--- src/rtl/seq_pkg.sv ---
// Shared definitions for the multicycle LEGv8 control path: sequencer state
// encoding, fault codes and the decoder-bank word widths.
package seq_pkg;

    localparam int CW_W_DEF = 31;
    localparam int K_W_DEF  = 64;

    localparam logic [1:0] ST_IDLE  = 2'd0;
    localparam logic [1:0] ST_EXEC  = 2'd1;
    localparam logic [1:0] ST_WAIT  = 2'd2;
    localparam logic [1:0] ST_FAULT = 2'd3;

    localparam logic [1:0] FC_NONE     = 2'b00;
    localparam logic [1:0] FC_TIMEOUT  = 2'b01;
    localparam logic [1:0] FC_OVERFLOW = 2'b10;

endpackage

--- src/rtl/stall_timer.sv ---
// Loadable wait counter for memory micro-steps; at_limit flags the cycle the
// count equals TIMEOUT.
module stall_timer #(
    parameter int TIMEOUT = 15,
    parameter int CNT_W   = 8
) (
    input  logic clock,
    input  logic reset,
    input  logic load,
    input  logic clear,
    input  logic inc,
    output logic at_limit
);

    logic [CNT_W-1:0] count_d, count_q;

    always_comb begin
        count_d = count_q;
        if (clear) begin
            count_d = '0;
        end else if (load) begin
            count_d = CNT_W'(1);
        end else if (inc) begin
            count_d = count_q + 1'b1;
        end
    end

    always_ff @(posedge clock) begin
        if (reset) begin
            count_q <= '0;
        end else begin
            count_q <= count_d;
        end
    end

    assign at_limit = (count_q == CNT_W'(TIMEOUT));

endmodule

--- src/rtl/multicycle_sequencer.sv ---
// Micro-step sequencer: latches an instruction, walks the decoder bank's
// micro-states, stalls on memory steps and faults on timeout or runaway.
module multicycle_sequencer
    import seq_pkg::*;
#(
    parameter int CW_W    = CW_W_DEF,
    parameter int K_W     = K_W_DEF,
    parameter int STATE_W = 3,
    parameter int TIMEOUT = 15
) (
    input  logic               clock,
    input  logic               reset,
    input  logic [31:0]        instr_in,
    input  logic               instr_valid,
    output logic               instr_ready,
    output logic [31:0]        ir,
    output logic [STATE_W-1:0] ustate,
    input  logic [CW_W-1:0]    dec_cw,
    input  logic [K_W-1:0]     dec_k,
    input  logic [STATE_W-1:0] dec_next,
    input  logic               dec_last,
    input  logic               dec_mem,
    input  logic               mem_ready,
    output logic [CW_W-1:0]    controlword,
    output logic [K_W-1:0]     constant,
    output logic               cw_valid,
    output logic               retire,
    output logic               fault,
    output logic [1:0]         fault_code
);

    localparam logic [STATE_W-1:0] STEP_MAX = '1;

    logic [1:0]         state_d, state_q;
    logic [31:0]        ir_d, ir_q;
    logic [STATE_W-1:0] ustate_d, ustate_q;
    logic [STATE_W-1:0] step_d, step_q;
    logic               fault_d, fault_q;
    logic [1:0]         fault_code_d, fault_code_q;

    logic step_done, overflow;
    logic tmr_load, tmr_clear, tmr_inc, tmr_at_limit;

    always_comb begin
        state_d      = state_q;
        ir_d         = ir_q;
        ustate_d     = ustate_q;
        step_d       = step_q;
        fault_d      = fault_q;
        fault_code_d = fault_code_q;
        instr_ready  = 1'b0;
        cw_valid     = 1'b0;
        retire       = 1'b0;
        tmr_load     = 1'b0;
        tmr_clear    = 1'b0;
        tmr_inc      = 1'b0;
        step_done    = 1'b0;
        overflow     = !dec_last && (step_q == STEP_MAX);

        case (state_q)
            ST_IDLE: begin
                instr_ready = 1'b1;
                if (instr_valid) begin
                    ir_d     = instr_in;
                    ustate_d = '0;
                    step_d   = '0;
                    state_d  = ST_EXEC;
                end
            end
            ST_EXEC: begin
                if (!dec_mem || mem_ready) begin
                    step_done = 1'b1;
                end else begin
                    tmr_load = 1'b1;
                    state_d  = ST_WAIT;
                end
            end
            ST_WAIT: begin
                // mem_ready takes priority over a timeout reached this cycle
                if (mem_ready) begin
                    tmr_clear = 1'b1;
                    step_done = 1'b1;
                end else if (tmr_at_limit) begin
                    state_d      = ST_FAULT;
                    fault_d      = 1'b1;
                    fault_code_d = FC_TIMEOUT;
                end else begin
                    tmr_inc = 1'b1;
                end
            end
            default: ;
        endcase

        // A runaway step is swallowed: it raises the fault instead of committing.
        if (step_done) begin
            if (overflow) begin
                state_d      = ST_FAULT;
                fault_d      = 1'b1;
                fault_code_d = FC_OVERFLOW;
            end else begin
                cw_valid = 1'b1;
                if (dec_last) begin
                    retire  = 1'b1;
                    state_d = ST_IDLE;
                end else begin
                    ustate_d = dec_next;
                    step_d   = step_q + 1'b1;
                    state_d  = ST_EXEC;
                end
            end
        end
    end

    always_ff @(posedge clock) begin
        if (reset) begin
            state_q      <= ST_IDLE;
            ir_q         <= '0;
            ustate_q     <= '0;
            step_q       <= '0;
            fault_q      <= 1'b0;
            fault_code_q <= FC_NONE;
        end else begin
            state_q      <= state_d;
            ir_q         <= ir_d;
            ustate_q     <= ustate_d;
            step_q       <= step_d;
            fault_q      <= fault_d;
            fault_code_q <= fault_code_d;
        end
    end

    stall_timer #(
        .TIMEOUT(TIMEOUT),
        .CNT_W  (8)
    ) u_stall_timer (
        .clock   (clock),
        .reset   (reset),
        .load    (tmr_load),
        .clear   (tmr_clear),
        .inc     (tmr_inc),
        .at_limit(tmr_at_limit)
    );

    assign ir          = ir_q;
    assign ustate      = ustate_q;
    assign controlword = cw_valid ? dec_cw : '0;
    assign constant    = cw_valid ? dec_k : '0;
    assign fault       = fault_q;
    assign fault_code  = fault_code_q;

endmodule

--- config.mk ---
export PLATFORM = sky130hd
export DESIGN_NAME = multicycle_sequencer
export DESIGN_NICKNAME = d
export VERILOG_FILES = /design/src/rtl/seq_pkg.sv /design/src/rtl/stall_timer.sv /design/src/rtl/multicycle_sequencer.sv
export SDC_FILE = /design/constraint.sdc
export NUM_CORES = 1
export LEC_CHECK = 0
export CAP_MARGIN = 20
export CORE_AREA = 2 2 104 106
export DETAILED_ROUTE_END_ITERATION = 12
export DIE_AREA = 0 0 106 108
export DONT_BUFFER_PORTS = 1
export PLACE_DENSITY = 0.41
export SLEW_MARGIN = 25
export SYNTH_ARGS = -nofsm -noshare
export SYNTH_HDL_FRONTEND = slang
export SYNTH_HIERARCHICAL = 1
export SYNTH_SLANG_ARGS = --single-unit
--- constraint.sdc ---
create_clock -name clock -period 1.8 [get_ports clock]
set_input_delay 0.18 -clock clock [delete_from_list [all_inputs] [get_ports clock]]
set_output_delay 0.18 -clock clock [all_outputs]
set_load 0.03 [all_outputs]
Word level (Yosys, flattened, before mapping)
Cells that the tools add are included.
{"block": "word_totals", "out_inout_bits": 136, "input_bits": 136, "register_bits": 51, "word_cells": 76}
{"block": "classes", "n_eq_ne": 8, "add_sub_neg": 2, "n_reduce_logical": 11, "muxes": 47}
{"op": "64-bit two-way mux", "n": 1}
{"op": "31-bit two-way mux", "n": 1}
{"op": "3-bit two-way mux", "n": 10}
{"op": "1-bit two-way mux", "n": 22}
{"op": "2-bit two-way mux", "n": 11}
{"op": "3-bit != test, second input constant", "n": 4}
{"op": "8-bit by 1-bit adder with 8-bit output, second input constant", "n": 1}
{"op": "8-bit by 4-bit equality test with 1-bit output, second input constant", "n": 1}
{"op": "2-bit one-hot mux with 3 select lines", "n": 1}
{"op": "5-bit AND reduction", "n": 1}
{"op": "4-bit nonzero test", "n": 1}
{"op": "3-bit by 1-bit adder with 3-bit output, second input constant", "n": 1}
{"op": "3-bit equality test, second input constant", "n": 1}
{"op": "3-bit OR reduction", "n": 1}
{"op": "2-bit by 1-bit equality test with 1-bit output, second input constant", "n": 1}
{"op": "2-bit equality test, second input constant", "n": 1}
{"op": "1-bit logical NOT", "n": 2}
{"op": "2-bit logical NOT", "n": 1}
{"op": "1-bit one-hot mux with 2 select lines", "n": 1}
{"op": "2-bit AND reduction", "n": 1}
{"op": "2-bit nonzero test", "n": 1}
{"op": "2-bit OR reduction", "n": 1}
{"op": "1-bit logical AND", "n": 1}
{"op": "1-bit logical OR", "n": 1}

Depth between registers and ports, before layout
{"block": "depth", "depth_word": 6, "mapped_depth": 8, "mapped_depth_nobuf": 7}

Modules after synthesis
The synthesis kept the hierarchy.
{"mod": "multicycle_sequencer", "area_per_inst_um2": 2429.8, "seq_area_each_um2": 860.8, "n_inst": 1, "cells_each": 324}
{"mod": "stall_timer", "area_per_inst_um2": 371.6, "seq_area_each_um2": 160.2, "n_inst": 1, "cells_each": 42}

Least setup slack after synthesis
Ideal clock, no wire load.
{"block": "synth_path", "path_kind": "register -> output", "from": "register state_q[0]", "to": "output port constant[24]", "n_path_buf": 2, "path_slack_ps": -37, "path_stages_with_launch": 8, "required_ps": 1620, "t_arrival_ps": 1657, "path_cell_list": "dfxtp_1 inv_1 ha_1 o21a_4 o221a_4 buf_6 buf_6 and2_1"}
{"block": "synth_via", "elab_chain_len": 4, "word_cells_on_any_way": 5, "cone_classes": "eq/ne: 2; mux: 3"}
{"item": "start: declaration", "line": "multicycle_sequencer.sv:34", "rtl": "logic [1:0] state_d, state_q;"}
{"item": "start signal: assignment", "line": "multicycle_sequencer.sv:123", "rtl": "state_q <= state_d;"}
{"item": "2-bit equality test or 2-bit by 1-bit equality test with 1-bit output (tied branches)", "line": "multicycle_sequencer.sv:60", "rtl": "case (state_q)"}
{"item": "1-bit one-hot mux with 2 select lines (*)", "line": "multicycle_sequencer.sv:60"}
{"item": "1-bit two-way mux (*)", "line": "multicycle_sequencer.sv:95", "rtl": "if (step_done) begin"}
{"item": "64-bit two-way mux (*)", "line": "multicycle_sequencer.sv:147", "rtl": "assign constant = cw_valid ? dec_k : '0;"}
{"item": "end: declaration", "line": "multicycle_sequencer.sv:25", "rtl": "output logic [K_W-1:0] constant,"}
Every way passes the cells marked *; elsewhere a longest branch is shown, timed or not.

Worst setup path after layout
{"block": "layout_path", "from": "register state_q[1]", "to": "output port constant[1]"}
The elaborated chain is that of the path after synthesis.

==> results_dict.tcl <==
set metrics [dict create \
    first_pass_iters 4 \
    regToRegSetupSlack_ns 0.07 \
    synth_mux_area_share_pct 1.12 \
    clock_latency_ns 0.31 \
    ir_drop_mv 0.692 \
    routed_via_density 4.72 \
    grtUsageMet3_pct 6.39 \
    slew_violations 0 \
    globalRouteOverflowTotal 0 \
    cp.required_ns 1.62 \
    synth_most_common_cell "and2_1" \
    coreArea_um2 10200 \
    cp_top_family "compound AO/OA/AOI/OAI gates" \
    drt_iter0_markers 144 \
    cts_max_level 2 \
    synthFlopType "dfxtp_1" \
    fin_tns_setup_ns -20.89 \
    layout-drive-gt1-share_pct 37.6 \
    yosys.area_share.adder_pct 4.02 \
    placed_area_um2 3710 \
    syn_inst 366 \
    worstSetupPathType "flip-flop to output pin" \
    max_stage_delay_ns 0.35 \
    setup_viol 96 \
    vias 2891 \
    ant_nets 0 \
    row_count 37 \
    synth_commonest_cells "and2_1, nand2_1, dfxtp_1" \
    rsz0062_at_grt "true" \
    gr-usage-met2_pct 31.6 \
    antenna_found_initial 4 \
    worstSetupStartpoint "state_q[1]$_SDFFE_PP0P_" \
    whs_ns 0.0103 \
    clk_pin_slew_worst_paths_ns 0.10 \
    grtUsageMet1_pct 19.9 \
    drv_cap 0 \
    hold_viol 0 \
    grt_pass1_vias 2826 \
    p_leak_nw 1.92 \
    r2r-start "state_q[1]$_SDFFE_PP0P_" \
    crit_top_cell "buf_6" \
    hpwlAfterDp_um 8640 \
    hold_class "input port to flip-flop" \
    ys_seq_elements 51 \
    nets 618 \
    total_power_mw 6.71 \
    slew_headroom_pct 73.8 \
    cts_tree "done" \
    routabilityCongestion 0.808 \
    synthTopCellsByArea "dfxtp_1, and2_1, nand2_1, a21oi_1, ha_1" \
    clock_skew_ns 0.00334 \
    dp.cells 561 \
    synth_area_leader_cell "dfxtp_1" \
    die_h_um 108 \
    path_buf_inv 3 \
    portBuffers 0 \
    synth_compound_area_share_pct 12.6 \
    worst_pin_slew_ns 0.393 \
    cts.sinks 51 \
    violations "negative setup slack" \
    cp_max_fo 45 \
    area_growth_pct 65.1 \
    clk_path_buf_depth 2 \
    routed_wl_um 11000 \
    cp-end-kind "output pin" \
    grt_usage_pct 17.7 \
    crit_slowest_cell "dfxtp_2" \
    start_kind "flip-flop" \
    crit_end "constant[1]" \
    fin_ws_ns -0.284 \
    r2r_cells 7 \
    cp_cell_sequence "buf_6 -> ha_4 -> o21a_4 -> o221a_4 -> buf_12 -> and2_1 -> buf_6" \
    grt_max_degree 47 \
    reg2reg_to "state_q[1]$_SDFFE_PP0P_" \
    synth.top_cell.area_share_pct 36.4 \
    dp_slack_ns -0.0625 \
    fin_cells 613 \
    status "finished, violations left" \
    synth_nets 511 \
    nFillCells 979 \
    utilization_pct 45.2 \
    avgSynthCellArea_um2 7.65 \
    ys_seq_area_share_pct 36.4 \
    ys_warn_count 6 \
    cts_buffers 5 \
    design_area_um2 4620 \
    synth-edff-count 0 \
    wl_per_cell_um 18.0 \
    clockRootBuffer "clkbuf_8" \
    clock.fmax_mhz 480 \
    crit_cells 7 \
    ys_types 35 \
    synth_xor_area_share_pct 1.25 \
    synth-async-reset-ratio_pct 0 \
    min_period_ns 2.08 \
    synth_top_family_by_area "simple AND/OR/NAND/NOR gates" \
    die_w_um 106 \
    io_pins 272 \
    start_util_pct 27.4 \
    post-route-period-util_pct 116 \
    arrival_ns 1.90 \
    die-area_um2 11400 \
    grt_first_pass_wirelength_um 15600 \
    syn_area_um2 2800 \
    synth-simple-area-share_pct 39.2 \
    powerDensity_nw_per_um2 1450 \
    drcViolationCount 0 \
    busiest_layer "met2" \
]
-- report_power, final --
group          internal (mW)  switching [mW]  total [mW]
clock                  0.565           0.414       0.978
sequential              1.29           0.360        1.65
combinational           1.81            2.27        4.08
total                   3.67            3.05        6.71
-- per-layer routing --
metal / part of all wire [%] / wire, um
met3: 9.1 / 1000
met2: 52 / 5730
met4: 0.97 / 107
met5: 0 / 0
met1: 38 / 4180
-- cells by family after synthesis --
group,Yosys count
compound gates,59
xor+xnor,4
flops,51
simple gates,209
buf+inv,31
mux,3
fa+ha+maj,9
-- what timing repair did --
action                                  4_1_cts  5_1_grt
gates resized for setup                      94       24
pin swaps                                     6        6
buffers inserted                              4        2
cloned                                        0        0
hold endpoints to repair                     42        0
endpoints found under the setup margin      100      102
hold buffers                                 36        0
-- state kept, by name, summed over array words and instances, names as in the netlist --
signal / cells
ir: 32
u_stall_timer/count_q: 8
step_q: 3
ustate: 3
fault_code: 2
state_q: 2
fault: 1
-- layout make-up --
class	instances	area (um^2)	area share, %
well taps	136	170	3.68
repair buffers	125	1410	30.4
clock inverters	3	71.3	1.54
diodes	3	7.51	0.162
clock buffers	5	68.8	1.49
multi-input cells	284	1850	39.9
flip-flops and latches	51	1030	22.2
inverters	6	25.0	0.541
-- how the worst min path moves through the flow --
stage | from | end | cells after the start
6_report | instr_in[27] | ir[27]$_SDFFE_PP0P_ | 2
5_1_grt | reset | state_q[1]$_SDFFE_PP0P_ | 2
4_1_cts | instr_in[27] | ir[27]$_SDFFE_PP0P_ | 2
3_5_place_dp | reset | ir[8]$_SDFFE_PP0P_ | 1
3_3_place_gp | reset | ir[8]$_SDFFE_PP0P_ | 1
2_1_floorplan | reset | u_stall_timer/count_q[0]$_SDFFE_PP0P_ | 1
-- cell usage in the layout, fill, tap and decap left out, types with 3 or more instances in the layout --
master,synthesis,layout
buf_6,4,48
nor2_1,12,11
ha_1,9,4
dfxtp_2,0,3
dfxtp_1,51,47
buf_12,0,16
nand3_1,10,10
and2_2,1,9
and2_1,96,41
nand2_1,72,72
or3_1,4,4
dlygate4sd3_1,0,35
clkbuf_8,0,5
ha_4,0,3
a21oi_1,46,45
diode_2,0,3
xor2_1,4,4
inv_1,6,3
buf_4,0,26
and2_4,0,47
o21ai_0,4,3
-- worst register-to-register path, cell delays in order (launching register included) --
cell and delay (ns):
dfxtp_2 0.35, buf_6 0.12, ha_4 0.15, o21a_4 0.21, buf_4 0.15, o21a_4 0.19, or3_1 0.35, o211a_1 0.13
Note: power is estimated with default switching activity, not from simulation.
